### config.mk
export PLATFORM = sky130hd
export DESIGN_NAME = ccff_chain_loader
export DESIGN_NICKNAME = d
export VERILOG_FILES = /design/src/rtl/ccff_chain_loader_pkg.sv /design/src/rtl/ccff_loader_piso.sv /design/src/rtl/ccff_chain_loader.sv
export SDC_FILE = /design/constraint.sdc
export NUM_CORES = 1
export LEC_CHECK = 0
export CAP_MARGIN = 5
export CELL_PAD_IN_SITES_DETAIL_PLACEMENT = 0
export CELL_PAD_IN_SITES_GLOBAL_PLACEMENT = 1
export CORE_ASPECT_RATIO = 2
export CORE_MARGIN = 5
export CORE_UTILIZATION = 40
export CTS_CLUSTER_DIAMETER = 120
export DETAILED_ROUTE_END_ITERATION = 10
export GPL_TIMING_DRIVEN = 0
export PLACE_DENSITY_LB_ADDON = 0.05
export SETUP_SLACK_MARGIN = 0.5
export SYNTH_ARGS = -nofsm -noshare
export SYNTH_HDL_FRONTEND = slang
export SYNTH_HIERARCHICAL = 1
export SYNTH_SLANG_ARGS = --single-unit
export TNS_END_PERCENT = 50
### constraint.sdc
create_clock -name prog_clk -period 4.8 [get_ports prog_clk]
set_input_delay 0.96 -clock prog_clk [delete_from_list [all_inputs] [get_ports prog_clk]]
set_output_delay 0.96 -clock prog_clk [all_outputs]
set_load 0.005 [all_outputs]
### src/rtl/ccff_chain_loader_pkg.sv
// ============================================================================
// Module : ccff_chain_loader_pkg
// Desc   : Shared FSM state encoding for the ccff chain loader.
// Rev    : 1.0  initial release
// ============================================================================
`default_nettype none

package ccff_chain_loader_pkg;

  localparam int STATE_W = 2;

  typedef enum logic [STATE_W-1:0] {
    ST_IDLE   = 2'd0,
    ST_LOAD   = 2'd1,
    ST_VERIFY = 2'd2,
    ST_DONE   = 2'd3
  } state_e;

endpackage

`default_nettype wire

### src/rtl/ccff_loader_piso.sv
// ============================================================================
// Module : ccff_loader_piso
// Desc   : WORD_W parallel-in serial-out register, MSB first, with held-bit count.
// Rev    : 1.0  initial release
// ============================================================================
`default_nettype none

module ccff_loader_piso #(
  parameter int WORD_W = 8,
  parameter int HELD_W = $clog2(WORD_W + 1)
) (
  input  logic              clk,
  input  logic              rst,
  input  logic              clear,
  input  logic              load,
  input  logic              shift,
  input  logic [WORD_W-1:0] din,
  output logic              msb,
  output logic [HELD_W-1:0] held
);

  logic [WORD_W-1:0] data;

  // A load in the same cycle as a shift replaces the bit being shifted out.
  always_ff @(posedge clk) begin
    if (rst || clear) begin
      data <= '0;
      held <= '0;
    end else if (load) begin
      data <= din;
      held <= HELD_W'(WORD_W);
    end else if (shift) begin
      data <= data << 1;
      held <= held - HELD_W'(1);
    end
  end

  assign msb = data[WORD_W-1];

endmodule

`default_nettype wire

### src/rtl/ccff_chain_loader.sv
// ============================================================================
// Module : ccff_chain_loader
// Desc   : Serialises bitstream words MSB-first into the ccff configuration
//          chain, gating exactly CHAIN_LEN shifts.
// Config : CCFF_CHAIN_LOADER_READBACK_EN adds a recirculating VERIFY pass
//          with parity comparison reported on err.
// Rev    : 1.0  initial release
// ============================================================================
`default_nettype none

module ccff_chain_loader
  import ccff_chain_loader_pkg::*;
#(
  parameter int CHAIN_LEN = 64,
  parameter int WORD_W    = 8,
  parameter int CNT_W     = $clog2(CHAIN_LEN + 1)
) (
  input  logic              prog_clk,
  input  logic              pReset,
  input  logic              cfg_start,
  input  logic              word_valid,
  input  logic [WORD_W-1:0] word_data,
  output logic              word_ready,
  output logic              ccff_head,
  output logic              ccff_shift_en,
  output logic              config_enable,
  input  logic              ccff_tail,
  output logic              busy,
  output logic              done,
  output logic              err,
  output logic [CNT_W-1:0]  bit_count
);

  localparam int                 HELD_W   = $clog2(WORD_W + 1);
  localparam logic [CNT_W-1:0]   LAST_CNT = CNT_W'(CHAIN_LEN - 1);
  localparam logic [STATE_W-1:0] S_IDLE   = ST_IDLE;
  localparam logic [STATE_W-1:0] S_LOAD   = ST_LOAD;
  localparam logic [STATE_W-1:0] S_DONE   = ST_DONE;
`ifdef CCFF_CHAIN_LOADER_READBACK_EN
  localparam logic [STATE_W-1:0] S_VERIFY = ST_VERIFY;
`endif

  logic [STATE_W-1:0] state;
  logic [HELD_W-1:0]  held;
  logic               piso_msb;
  logic               piso_load;
  logic               piso_clear;
  logic               in_load;
  logic               load_shift;
  logic               last_bit;
  logic               covered;
  logic [31:0]        need;

  ccff_loader_piso #(
    .WORD_W (WORD_W),
    .HELD_W (HELD_W)
  ) u_piso (
    .clk   (prog_clk),
    .rst   (pReset),
    .clear (piso_clear),
    .load  (piso_load),
    .shift (load_shift),
    .din   (word_data),
    .msb   (piso_msb),
    .held  (held)
  );

  // Stop requesting words once held bits cover what the chain still needs.
  always_comb begin
    in_load    = (state == S_LOAD);
    need       = 32'(CHAIN_LEN) - 32'(bit_count);
    covered    = (32'(held) >= need);
    load_shift = in_load && (held != '0);
    word_ready = in_load && !covered &&
                 ((held == '0) || ((held == HELD_W'(1)) && load_shift));
    piso_load  = word_valid && word_ready;
    last_bit   = (bit_count == LAST_CNT);
    piso_clear = load_shift && last_bit;
  end

  assign busy = (state != S_IDLE);
  assign done = (state == S_DONE);

`ifdef CCFF_CHAIN_LOADER_READBACK_EN
  logic in_verify;
  logic par_load;
  logic par_ver;

  assign in_verify     = (state == S_VERIFY);
  assign config_enable = in_load || in_verify;
  assign ccff_shift_en = load_shift || in_verify;
  assign ccff_head     = in_verify ? ccff_tail : (load_shift && piso_msb);
`else
  logic unused_tail;

  assign unused_tail   = ccff_tail;
  assign config_enable = in_load;
  assign ccff_shift_en = load_shift;
  assign ccff_head     = load_shift && piso_msb;
  assign err           = 1'b0;
`endif

  always_ff @(posedge prog_clk) begin
    if (pReset) begin
      state     <= S_IDLE;
      bit_count <= '0;
`ifdef CCFF_CHAIN_LOADER_READBACK_EN
      err       <= 1'b0;
      par_load  <= 1'b0;
      par_ver   <= 1'b0;
`endif
    end else begin
      case (state)
        S_IDLE: begin
          if (cfg_start) begin
            state     <= S_LOAD;
            bit_count <= '0;
`ifdef CCFF_CHAIN_LOADER_READBACK_EN
            err       <= 1'b0;
            par_load  <= 1'b0;
            par_ver   <= 1'b0;
`endif
          end
        end
        S_LOAD: begin
          if (load_shift) begin
            bit_count <= bit_count + CNT_W'(1);
`ifdef CCFF_CHAIN_LOADER_READBACK_EN
            par_load  <= par_load ^ piso_msb;
            if (last_bit) begin
              state     <= S_VERIFY;
              bit_count <= '0;
            end
`else
            if (last_bit) begin
              state <= S_DONE;
            end
`endif
          end
        end
`ifdef CCFF_CHAIN_LOADER_READBACK_EN
        // Full recirculation restores the chain while its bits stream past the tail.
        S_VERIFY: begin
          bit_count <= bit_count + CNT_W'(1);
          par_ver   <= par_ver ^ ccff_tail;
          if (last_bit) begin
            state <= S_DONE;
            err   <= par_load ^ par_ver ^ ccff_tail;
          end
        end
`endif
        S_DONE:  state <= S_IDLE;
        default: state <= S_IDLE;
      endcase
    end
  end

endmodule

`default_nettype wire

; Word level (Yosys, flattened, before mapping)
; Index checks and enable logic that the tools add are counted.
; W data, S select, Z words.
[totals]
reg_bits = 21
latchBits = 0
ramBits = 0
mem_bits_ro = 0
output_inout_bits = 14
n_memories = 0
[classes]
addsub = 3
mul = 0
n_div = 0
order_cmp = 1
n_eq_ne = 7
shifts = 0
n_mux = 11
n_bitwise = 0
reduce_logical = 19
[ops]
columns = op, n
row1 = $ge A4 B32 Y1, 1
row2 = $mux W8, 2
row3 = $mux W7, 2
row4 = $pmux W7 S2, 1
row5 = $mux W4, 2
row6 = $sub A7 B7 Y8 const A, 1
row7 = $add A7 B1 Y7 const B, 1
row8 = $eq A7 B6 Y1 const B, 1
row9 = $logic_and A1 B1 Y1, 7
row10 = $mux W2, 3
row11 = $reduce_and A3 Y1, 2
row12 = $reduce_bool A2 Y1, 3
row13 = $eq A4 B1 Y1 const B, 1
row14 = $logic_not A4 Y1, 1
row15 = $ne A2 B1 Y1 const B, 2
row16 = $pmux W2 S2, 1
row17 = $reduce_bool A4 Y1, 1
row18 = $sub A4 B1 Y4 const B, 1
row19 = $eq A2 B1 Y1 const B, 1
row20 = $eq A2 B2 Y1 const B, 1
row21 = $logic_not A2 Y1, 1
row22 = $logic_or A1 B1 Y1, 2
row23 = $ne A2 B2 Y1 const B, 1
row24 = $reduce_or A2 Y1, 1
row25 = $logic_not A1 Y1, 1

; Depth between registers and ports, before layout
; Gate-level depths: netlist (run 1).
[logic_depth]
depth_word = 7
ltp_mapped = 10
ltp_nobuf = 10

; Hierarchy
; Netlist (run 1), hierarchy kept.
[modules_own_cells]
columns = module, n_inst, cells_each, area_per_inst_um2
row1 = ccff_chain_loader, 1, 82, 663.1
row2 = ccff_loader_piso, 1, 61, 629.4

; Least setup slack after synthesis (run 1)
; Ideal clock, no wire load.
[synth_path]
path_type = register to output
from = register bit_count[0]
to = output word_ready
arrival_ns = 1.559
setup_slack_ns = 2.281
stages_incl_launch_ff = 8
n_path_buf = 0
path_cell_list = dfxtp_1 > inv_1 > ha_1 > inv_1 > ha_1 > a211oi_1 > o21bai_1 > a21oi_1
[synth_via]
elab_chain_len = 5
[synth_rtl]
columns = item, line
row1 = from (decl), ccff_chain_loader.sv:31  ; output logic [CNT_W-1:0] bit_count
row2 = from (signal assigned), ccff_chain_loader.sv:127  ; bit_count <= bit_count + CNT_W'(1);
row3 = $sub A7 B7 Y8, ccff_chain_loader.sv:71  ; need = 32'(CHAIN_LEN) - 32'(bit_count);
row4 = $ge A4 B32 Y1, ccff_chain_loader.sv:72  ; covered = (32'(held) >= need);
row5 = $logic_not A1 Y1, ccff_chain_loader.sv:74  ; word_ready = in_load && !covered &&
row6 = $logic_and A1 B1 Y1 (2 in a row), ccff_chain_loader.sv:74
row7 = to (decl), ccff_chain_loader.sv:23  ; output logic word_ready,
; No other way between the ends.

; Worst setup path after layout (run 1)
; Same ends and word-level chain as after synthesis.

==> results by group, run 1 <==
Flow run
  • Maximum Capacitance Violations: 0

CTS
  • H-tree depth: 1
  • CTS resizes: 0
  • Clock-pin transition on the worst setup and hold timing paths: 80 ps
  • Skew-Pair Late Insertion Delay: 260 ps
  • Root Driver: clkbuf_8
  • Postcts setup bufs: 0
  • Hold buffers post-CTS: 0
  • Number of CTS-inserted buffers: 3
  • CTS tree: built
  • Clock sinks: 21
  • CTS Buffer Depth: 2

Synth
  • Register area share after synthesis: 32.53%
  • #FFs+latches synth: 21
  • Ys async rst share: 0%
  • Number of synthesized flops with an enable pin: 0
  • Synthesized net count: 163
  • Main flop type after synthesis: dfxtp_1
  • Biggest area consumer among synthesized cells: dfxtp_1
  • Ys Warns: 6
  • Post-synth top area share: 32.53%
  • Yosys cell types: 45
  • Avg Cell Area, Syn: 9.038 um^2
  • Cells after synthesis: 143
  • Top post-synthesis cells by area: dfxtp_1 33%, ha_1 6.8%, mux2_4 5.8%
  • Post-Syn Area: 1292 um^2

Power
  • LEAKAGE: 0.5987 nW
  • Max VDD drop: 0.0002275 V
  • PD cells: 384.0 nW/um^2
  • Clock Power Share: 18.7%
  • Net Sw Frac: 36.11%
  • Pwr Total: 0.6212 mW
  • Internal power: 0.3968 mW
  • Switching Power: 0.2243 mW
  • Sequential share of power: 37.6%
  • Comb pwr share: 43.6%

Worst setup path
  • RR Endpoint: u_piso/data[7]$_SDFFE_PP0P_
  • R2R depth: 10
  • Critical path arrival: 2530 ps
  • Worst r2r src: bit_count[0]$_SDFFE_PP0P_
  • Critical path required time: 3840 ps
  • Largest stage delay, worst path: 520 ps
  • FF-to-FF setup slack: 2170 ps
  • Setup crit end kind: output port
  • Top delay family on crit path: buffers and inverters
  • CP startpoint kind: register
  • CP cell instances: inv_1 > ha_1 > inv_1 > ha_1 > a211oi_1 > o21bai_1 > a21oi_1 > clkdlybuf4s50_1
  • Slowest cell on the critical path: clkdlybuf4s50_1
  • Crit Path Category: register to output port
  • Critical Path Fanout Max: 8
  • Buf+Inv Stages, Crit Path: 3

Place
  • Dpl cell area: 1572 um^2
  • I/O Buffers: 24
  • RD Place Congestion: 0.7140
  • Pre-CTS setup slack: 1565 ps
  • Number of instances in the placed design: 198
  • Hpwl dp: 2453 um

Final layout
  • Post-route insts no fill: 202
  • Share of cells above drive strength 1: 19.88%
  • Area Growth Syn to Fin: 25.17%
  • Final Util: 51.25%
  • ANT cells: 0
  • Final Instance Area: 1618 um^2
  • Final Net Count: 192

Route
  • Vias per cell: 5.347
  • Wire length on met1: 972 um
  • DRC Markers: 0
  • 1st-iter DRT viols: 9
  • Detailed Route WL: 2937 um
  • Uppermost routed layer: met4
  • Met3 routed WL: 110 um
  • Drt pass-1 iters: 4
  • Final ANT Viol Nets: 0
  • Vias: 1080
  • WL per Instance: 14.54 um
  • DR WL met2: 1788 um

STA
  • WHS: 551.5 ps
  • Final Skew: 4.206 ps
  • Final Cycle Share: 72.69%
  • Slew Limit Fails: 0
  • Peak Freq: 286.6 MHz
  • Final setup vio count: 0
  • Setup TNS: 0 ps
  • Post-layout min period: 3489 ps
  • Final hold vios: 0
  • Final worst slack: 1311 ps
  • RSZ-0062 raised after global routing: no

Floorplan
  • Initial Utilization: 40.94%
  • Number of I/O pins: 27
  • Core area: 3157 um^2
  • Chip Width: 50.20 um
  • Rows: 29
  • Die H: 90.39 um
  • Die footprint: 4537 um^2

Global route
  • GRT Residual Overflow: 0
  • First-pass GRT wire length: 4850 um
  • Pin count of the biggest net entering global routing: 13
  • Initial antenna violation count: 0
  • GRT Util Overall: 13.50%
  • Vias in the first global route: 1088

Worst hold path
  • Hold_sp: bit_count[5]$_SDFFE_PP0P_
  • HP Class: register to register
  • Hold EP: bit_count[5]$_SDFFE_PP0P_
  • Worst Hold Depth: 2

Run status
  • Outcome: finished clean
[logic make-up after synthesis]
logic type	share of synthesized area [%]
AOI/OAI and AO/OA	14.62
xor gates and xnor gates	3.389
adders and majority gates	6.776
buffers and inverters	6.679
DFF	32.53
muxes	8.325
other	0.2901
and+or+nand+nor	27.40
[area by class of cell]
cell class              instances  area (um^2)
flip-flops and latches         21        420.4
clock buffers                   3        41.29
clock inverters                 1        5.005
repair buffers                 24        240.2
inverters                       9        47.55
fillers                       323         1539
well taps                      31        38.79
multi-input cells             108        785.8
plain buffers                   5        38.79
[registers in the layout, indices dropped and copies added (netlist names)]
signal       flops
u_piso/data      8
state            2
bit_count        7
u_piso/held      4
[worst max-delay path by stage]
stage / from / endpoint / cells after the start / slack, ps
after CTS: bit_count[0]$_SDFFE_PP0P_ / word_ready / 8 / 1260
after detailed placement: bit_count[0]$_SDFFE_PP0P_ / word_ready / 8 / 1570
final: bit_count[0]$_SDFFE_PP0P_ / word_ready / 8 / 1310
after global routing: bit_count[0]$_SDFFE_PP0P_ / word_ready / 8 / 1160
after global placement: bit_count[0]$_SDFFE_PP0P_ / word_ready / 8 / 1610
after floorplan: bit_count[0]$_SDFFE_PP0P_ / word_ready / 7 / 2280
[synthesized netlist by cell type, drive strengths merged (3+ instances only)]
library cell / instances
xor2: 3
ha: 7
nor3b: 4
nor2: 6
nor3: 5
mux2: 7
or2: 4
nand3: 4
nor4: 3
a21oi: 14
nand2: 22
o21bai: 3
dfxtp: 21
or4: 3
inv: 8
buf: 4
[routing by layer]
layer	up-vias	global-route usage (%)
met4	0	6.565
met1	502	11.11
met3	6	2.479
li1	553	-
met5	-	0
met2	19	27.42
[layout by cell type (no fill, tap or decap), types with 3 or more instances in the layout]
master           count
clkdlybuf4s50_1     24
dfxtp_1             21
nand2_1             17
a21oi_1              9
inv_1                8
ha_1                 7
nor2_1               6
mux2_4               5
nand2_2              5
a21oi_2              5
nand3_1              4
nor3_1               4
nor3b_1              4
xor2_1               3
o21bai_1             3
or4_1                3
clkbuf_8             3
[power groups by stage]
stage               clock network [mW]  logic (mW)  registers [mW]
floorplan                            0       0.202           0.229
global placement                     0       0.263           0.237
detailed placement                   0       0.275           0.239
CTS                              0.120       0.277           0.235
global route                     0.127       0.306           0.239
finish                           0.116       0.271           0.234
[worst register-to-register path, delay by kind of cell (launching register included)]
family / cells / cell delay, ps
flip-flops: 1 / 490
buffers and inverters: 3 / 610
AO/OA/AOI/OAI: 4 / 760
AND/OR/NAND/NOR: 1 / 130
adder cells (fa/ha/maj): 2 / 590
(Power assumes the default switching activity.)
==> inputs of run 2 (changes only) <==
--- a/config.mk
+++ b/config.mk
@@ -10,7 +10,7 @@
 export CELL_PAD_IN_SITES_GLOBAL_PLACEMENT = 1
 export CORE_ASPECT_RATIO = 2
 export CORE_MARGIN = 5
-export CORE_UTILIZATION = 40
+export CORE_UTILIZATION = 38
 export CTS_CLUSTER_DIAMETER = 120
 export DETAILED_ROUTE_END_ITERATION = 10
 export GPL_TIMING_DRIVEN = 0
==> constraint.sdc (replaced) <==
create_clock -name prog_clk -period 3.4 [get_ports prog_clk]
set_input_delay 0.68 -clock prog_clk [delete_from_list [all_inputs] [get_ports prog_clk]]
set_output_delay 0.68 -clock prog_clk [all_outputs]
set_load 0.005 [all_outputs]
==> results by group, run 2 (synthesis gave the netlist of run 1 again) <==
Route
  • Final ANT Viol Nets: 0 (unchanged)
  • WL per Instance: 14.63 um (was 14.54 um)
  • Vias per cell: 5.307 (was 5.347)
  • 1st-iter DRT viols: 5 (was 9)
  • Vias: 1088 (was 1080)
  • Drt pass-1 iters: 2 (was 4)
  • DRC Markers: 0 (unchanged)
  • Detailed Route WL: 2999 um (was 2937 um)

Global route
  • GRT Util Overall: 13.71% (was 13.50%)
  • First-pass GRT wire length: 4981 um (was 4850 um)
  • Vias in the first global route: 1156 (was 1088)
  • Met2 Use GR: 29.09% (was 27.42%)
  • GR Util met3: 2.093% (was 2.479%)
  • GRT Residual Overflow: 0 (unchanged)
  • Initial antenna violation count: 0 (unchanged)
  • GRT busiest layer: met2 (unchanged)
  • Pin count of the biggest net entering global routing: 13 (unchanged)
  • Met1 usage: 11.20% (was 11.11%)

Floorplan
  • Chip Width: 51.24 um (was 50.20 um)
  • Number of I/O pins: 27 (unchanged)
  • Die H: 92.48 um (was 90.39 um)
  • Rows: 30 (was 29)
  • Core area: 3341 um^2 (was 3157 um^2)
  • Die footprint: 4738 um^2 (was 4537 um^2)
  • Initial Utilization: 38.69% (was 40.94%)

Final layout
  • Top Registers: u_piso/data (8), bit_count (7), u_piso/held (4) (unchanged)
  • Area Growth Syn to Fin: 27.30% (was 25.17%)
  • Commonest non-fill, non-tap cell in the layout: clkdlybuf4s50_1 (unchanged)
  • Leading cell types in the layout, fill and taps excluded: 23 x clkdlybuf4s50_1, 19 x dfxtp_1, 17 x nand2_1 (was 24 x clkdlybuf4s50_1, 21 x dfxtp_1, 17 x nand2_1)
  • Final Net Count: 194 (was 192)
  • Share of cells above drive strength 1: 22.54% (was 19.88%)
  • ANT cells: 0 (unchanged)
  • Fillers: 351 (was 323)
  • Max reg flops: 8 (unchanged)
  • Post-route insts no fill: 205 (was 202)
  • Top reg by flops: u_piso/data (unchanged)

CTS
  • H-tree depth: 1 (unchanged)
  • Number of CTS-inserted buffers: 3 (unchanged)
  • Clock-pin transition on the worst setup and hold timing paths: 80 ps (about the same)
  • Clock sinks: 21 (unchanged)
  • Hold buffers post-CTS: 0 (unchanged)
  • Skew-Pair Late Insertion Delay: 260 ps (about the same)
  • CTS Buffer Depth: 2 (unchanged)
  • Root Driver: clkbuf_8 (unchanged)
  • CTS tree: built (unchanged)

Worst setup path
  • Critical path arrival: 2040 ps (was 2530 ps)
  • Setup crit start: bit_count[0]$_SDFFE_PP0P_ (unchanged)
  • Worst r2r src: bit_count[0]$_SDFFE_PP0P_ (unchanged)
  • Critical path required time: 2720 ps (was 3840 ps)
  • Critical Path Fanout Max: 4 (was 8)
  • Crit Path Category: register to output port (unchanged)
  • Top delay family on crit path: adder cells (was buffers and inverters)
  • RR Endpoint: u_piso/data[7]$_SDFFE_PP0P_ (unchanged)
  • Buf+Inv Stages, Crit Path: 3 (unchanged)
  • Slowest cell on the critical path: dfxtp_4 (was clkdlybuf4s50_1)
  • CP startpoint kind: register (unchanged)
  • Setup crit end kind: output port (unchanged)
  • R2R depth: 10 (unchanged)
  • Largest stage delay, worst path: 380 ps (was 520 ps)
  • FF-to-FF setup slack: 910 ps (was 2170 ps)
  • CP cell instances: inv_1 > ha_1 > inv_1 > ha_1 > a211oi_2 > o21bai_1 > a21oi_1 > dlygate4sd2_1 (was inv_1 > ha_1 > inv_1 > ha_1 > a211oi_1 > o21bai_1 > a21oi_1 > clkdlybuf4s50_1)

STA
  • Post-layout min period: 2724 ps
  • Final setup vio count: 0 (unchanged)
  • Slew Limit Fails: 0 (unchanged)
  • Final hold vios: 0 (unchanged)
  • Setup TNS: 0 ps (unchanged)
  • Final Skew: 4.037 ps (was 4.206 ps)
  • RSZ-0062 raised after global routing: no (unchanged)
  • Peak Freq: 367.1 MHz
  • Final Cycle Share: 80.12%

Flow run
  • Maximum Capacitance Violations: 0 (unchanged)

Power
  • Max VDD drop: 0.0003450 V (was 0.0002275 V)
  • Pwr Total: 0.8885 mW (was 0.6212 mW)
  • LEAKAGE: 0.6159 nW (was 0.5987 nW)
  • PD cells: 540.0 nW/um^2 (was 384.0 nW/um^2)

Worst hold path
  • HP Class: register to register (unchanged)
  • Worst Hold Depth: 2 (unchanged)
  • Hold EP: bit_count[5]$_SDFFE_PP0P_ (unchanged)
  • Hold_sp: bit_count[5]$_SDFFE_PP0P_ (unchanged)

Place
  • I/O Buffers: 24 (unchanged)
  • RD Place Congestion: 0.7580 (was 0.7140)
  • Hpwl dp: 2454 um (was 2453 um)
  • Number of instances in the placed design: 199 (was 198)

Run status
  • Outcome: finished clean (unchanged)
## run 2: cell count changes in the layout (fill, tap and decap cells not counted)
cell             previous run  this run
clkdlybuf4s50_1            24        23
a211oi_1                    2         1
dfxtp_4                     0         2
dlygate4sd2_1               0         1
a211oi_2                    0         1
dfxtp_1                    21        19
buf_4                       1         3
## run 2: per-stage QoR
| step | utilization [%] | hold WS (ps) | cell area (um^2) | setup WS [ps] |
|---|---|---|---|---|
| global placement | 47.08 | 513.8 | 1573 | 470.0 |
| detailed placement | 47.08 | 531.5 | 1573 | 397.1 |
| CTS | 49.25 | 544.6 | 1645 | 653.5 |
| global route | 49.25 | 570.4 | 1645 | 562.7 |
| finish | 49.25 | 548.9 | 1645 | 675.8 |
| floorplan | - | 493.9 | 1292 | 1152 |
## run 2: timing repair
action / CTS / global route
gates resized for setup: 6 / 0
buffers inserted: 2 / 0
endpoints found under the setup margin: 1 / 0
## run 2: cell type report
class | count | area [um^2] | share of cell area (%)
Multi-Input combinational cell | 108 | 790.8 | 48.06
Sequential cell | 21 | 427.9 | 26.01
Timing Repair Buffer | 26 | 254.0 | 15.44
Inverter | 9 | 47.55 | 2.890
Clock buffer | 3 | 41.29 | 2.510
Tap cell | 32 | 40.04 | 2.433
Buffer | 5 | 38.79 | 2.357
Clock inverter | 1 | 5.005 | 0.3042
## run 2: layer usage
layer / up-vias / part of all wire (%)
li1: 552 / -
met5: - / 0
met1: 511 / 33
met2: 19 / 62
met4: 0 / 2.4
met3: 6 / 2.9
## run 2: worst max-delay path by stage
| stage | slack, ps | endpoint | cells past startpoint |
|---|---|---|---|
| floorplan | 1150 | u_piso/data[1]$_SDFFE_PP0P_ | 10 |
| detailed placement | 400 | word_ready | 8 |
| global route | 560 | ccff_head | 5 |
| finish | 680 | word_ready | 8 |
| global placement | 470 | word_ready | 8 |
| CTS | 650 | word_ready | 8 |
## run 2: power breakdown
group	leakage [nW]	internal (mW)	switching (mW)
clock network	0.0255	0.0815	0.0787
registers	0.172	0.281	0.0470
logic	0.418	0.210	0.191
## run 2: worst reg2reg max path: stages, from the launching register on
cell,delay [ps]
dfxtp_4,380
inv_1,70
ha_1,310
inv_1,50
ha_1,280
a211oi_2,190
o21bai_1,120
a21oi_1,340
clkbuf_1,430
nand2_1,120
a21oi_2,140
==> inputs of run 3 (changes only) <==
--- a/config.mk
+++ b/config.mk
@@ -10,7 +10,7 @@
 export CELL_PAD_IN_SITES_GLOBAL_PLACEMENT = 1
 export CORE_ASPECT_RATIO = 2
 export CORE_MARGIN = 5
-export CORE_UTILIZATION = 38
+export CORE_UTILIZATION = 34
 export CTS_CLUSTER_DIAMETER = 120
 export DETAILED_ROUTE_END_ITERATION = 10
 export GPL_TIMING_DRIVEN = 0
==> constraint.sdc (replaced) <==
create_clock -name prog_clk -period 2.31 [get_ports prog_clk]
set_input_delay 0.462 -clock prog_clk [delete_from_list [all_inputs] [get_ports prog_clk]]
set_output_delay 0.462 -clock prog_clk [all_outputs]
set_load 0.005 [all_outputs]
==> results by group, run 3 (synthesis gave the netlist of run 1 again) <==
CTS
  • H-tree depth: 1 (unchanged)
  • CTS tree: built (unchanged)
  • Root Driver: clkbuf_8 (unchanged)
  • Skew-Pair Late Insertion Delay: 270 ps (was 260 ps)
  • Number of CTS-inserted buffers: 3 (unchanged)
  • Clock sinks: 21 (unchanged)
  • CTS Buffer Depth: 2 (unchanged)
  • Clock-pin transition on the worst setup and hold timing paths: 80 ps (about the same)
  • Hold buffers post-CTS: 0 (unchanged)

Power
  • Clock Power Share: 14.0% (was 18.0%)
  • LEAKAGE: 0.7785 nW (was 0.6159 nW)
  • Max VDD drop: 0.0005028 V (was 0.0003450 V)
  • Net Sw Frac: 35.42% (was 35.60%)
  • PD cells: 872.3 nW/um^2 (was 540.0 nW/um^2)
  • Comb pwr share: 58.5% (was 45.0%)
  • Switching Power: 0.6297 mW (was 0.3163 mW)
  • Sequential share of power: 27.6% (was 36.9%)
  • Internal power: 1.148 mW (was 0.5722 mW)

Worst setup path
  • Critical Path Fanout Max: 4 (unchanged)
  • Crit Path Category: register to output port (unchanged)
  • Slowest cell on the critical path: dfxtp_4 (unchanged)
  • Critical path required time: 1850 ps (was 2720 ps)
  • Worst path most repeated cell: ha_4
  • CP cell instances: inv_4 > ha_4 > inv_2 > ha_4 > a211oi_2 > o21bai_1 > a21oi_1 > buf_2 (was inv_1 > ha_1 > inv_1 > ha_1 > a211oi_2 > o21bai_1 > a21oi_1 > dlygate4sd2_1)
  • R2R depth: 12 (was 10)
  • CP startpoint kind: register (unchanged)
  • Largest stage delay, worst path: 410 ps (was 380 ps)
  • Critical path arrival: 1770 ps (was 2040 ps)
  • Setup crit end kind: output port (unchanged)

Floorplan
  • Chip Width: 53.60 um (was 51.24 um)
  • Rows: 31 (was 30)
  • Number of I/O pins: 27 (unchanged)
  • Die H: 97.20 um (was 92.48 um)
  • Die footprint: 5209 um^2 (was 4738 um^2)
  • Core area: 3646 um^2 (was 3341 um^2)
  • Initial Utilization: 35.45% (was 38.69%)

Route
  • Detailed Route WL: 3430 um (was 2999 um)
  • Final ANT Viol Nets: 0 (unchanged)
  • Vias per cell: 4.901 (was 5.307)
  • 1st-iter DRT viols: 6 (was 5)
  • WL per Instance: 14.12 um (was 14.63 um)
  • Vias: 1191 (was 1088)
  • Drt pass-1 iters: 2 (unchanged)
  • DRC Markers: 0 (unchanged)

Final layout
  • Max reg flops: 8 (unchanged)
  • Final Net Count: 215 (was 194)
  • Commonest non-fill, non-tap cell in the layout: clkdlybuf4s50_1 (unchanged)
  • ANT cells: 0 (unchanged)
  • Leading cell types in the layout, fill and taps excluded: 21 x clkdlybuf4s50_1, 16 x buf_4, 15 x nand2_1, 15 x dfxtp_1, 10 x buf_6 (was 23 x clkdlybuf4s50_1, 19 x dfxtp_1, 17 x nand2_1)
  • Final Instance Area: 2038 um^2 (was 1645 um^2)
  • Top reg by flops: u_piso/data (unchanged)
  • Share of cells above drive strength 1: 44.33% (was 22.54%)
  • Top Registers: u_piso/data (8), bit_count (7), u_piso/held (4) (unchanged)
  • Final Util: 55.90% (was 49.25%)
  • Area Growth Syn to Fin: 57.70% (was 27.30%)

Run status
  • Outcome: finished clean (unchanged)

Flow run
  • Maximum Capacitance Violations: 0 (unchanged)

STA
  • Slew Limit Fails: 0 (unchanged)
  • Final Cycle Share: 96.41%
  • WHS: 571.2 ps (was 548.9 ps)
  • Peak Freq: 449.0 MHz
  • Final setup vio count: 0 (unchanged)
  • Final hold vios: 0 (unchanged)
  • Final worst slack: 82.96 ps (was 675.8 ps)
  • Setup TNS: 0 ps (unchanged)
  • RSZ-0062 raised after global routing: yes (was no)
  • Post-layout min period: 2227 ps
  • Final Skew: 2.925 ps (was 4.037 ps)

Global route
  • Pin count of the biggest net entering global routing: 13 (unchanged)
  • GRT Util Overall: 14.09% (was 13.71%)
  • Initial antenna violation count: 0 (unchanged)
  • First-pass GRT wire length: 5478 um (was 4981 um)
  • GRT Residual Overflow: 0 (unchanged)
  • Vias in the first global route: 1257 (was 1156)

Place
  • Pre-CTS setup slack: -109.2 ps (was 397.1 ps)
  • I/O Buffers: 24 (unchanged)
  • RD Place Congestion: 0.6909 (was 0.7580)
  • Dpl cell area: 1647 um^2 (was 1573 um^2)
  • Hpwl dp: 2407 um (was 2454 um)

Worst hold path
  • Worst Hold Depth: 2 (unchanged)
  • HP Class: register to register (unchanged)
## run 3: final timing paths
check                                endpoint                 startpoint  slack (ps)
setup / recovery                   word_ready  bit_count[0]$_SDFFE_PP0P_          80
hold reg to reg     bit_count[5]$_SDFFE_PP0P_  bit_count[5]$_SDFFE_PP0P_         570
setup reg to reg  u_piso/held[1]$_SDFFE_PP0P_  bit_count[0]$_SDFFE_PP0P_         190
hold / removal      bit_count[5]$_SDFFE_PP0P_  bit_count[5]$_SDFFE_PP0P_         570
## run 3: critical path: cells and delay by family (launching register included)
kind / cells / cell delay [ps]
DFF: 1 / 410
buffers and inverters: 3 / 210
adders and majority gates: 2 / 460
AOI/OAI and AO/OA: 3 / 410
## run 3: layout make-up
type | instances | area, um^2
plain buffers | 5 | 53.80
clock buffers | 3 | 41.29
clock inverters | 1 | 5.005
fillers | 370 | 1608
inverters | 9 | 47.55
multi-input cells | 108 | 942.2
flip-flops and latches | 21 | 437.9
well taps | 49 | 61.31
repair buffers | 47 | 449.2
## run 3: per-layer routing
| metal | vias up | wire, um | GRT usage (%) |
|---|---|---|---|
| li1 | 597 | - | - |
| met1 | 552 | 1113 | 12.77 |
| met4 | 0 | 181 | 8.661 |
| met3 | 14 | 95 | 1.997 |
| met2 | 28 | 2039 | 26.58 |
| met5 | - | 0 | 0 |
## run 3: power by group through the flow
| stage | sequential [mW] | combinational, mW | clock (mW) |
|---|---|---|---|
| finish | 0.490 | 1.04 | 0.248 |
| global route | 0.499 | 1.13 | 0.271 |
| CTS | 0.488 | 0.925 | 0.249 |
| detailed placement | 0.504 | 0.605 | 0 |
| global placement | 0.502 | 0.601 | 0 |
| floorplan | 0.483 | 0.464 | 0 |
## run 3: metrics by stage
| stage | total power [mW] | instances |
|---|---|---|
| finish | 1.778 | 243 |
| global placement | 1.104 | 216 |
| floorplan | 0.9476 | 143 |
| detailed placement | 1.109 | 216 |
| CTS | 1.663 | 237 |
| global route | 1.896 | 243 |
## run 3: repair_timing
item | 4_1_cts | 5_1_grt
buffers inserted | 17 | 6
resized for setup | 34 | 16
pin swaps | 8 | 9
setup endpoints to repair | 17 | 21
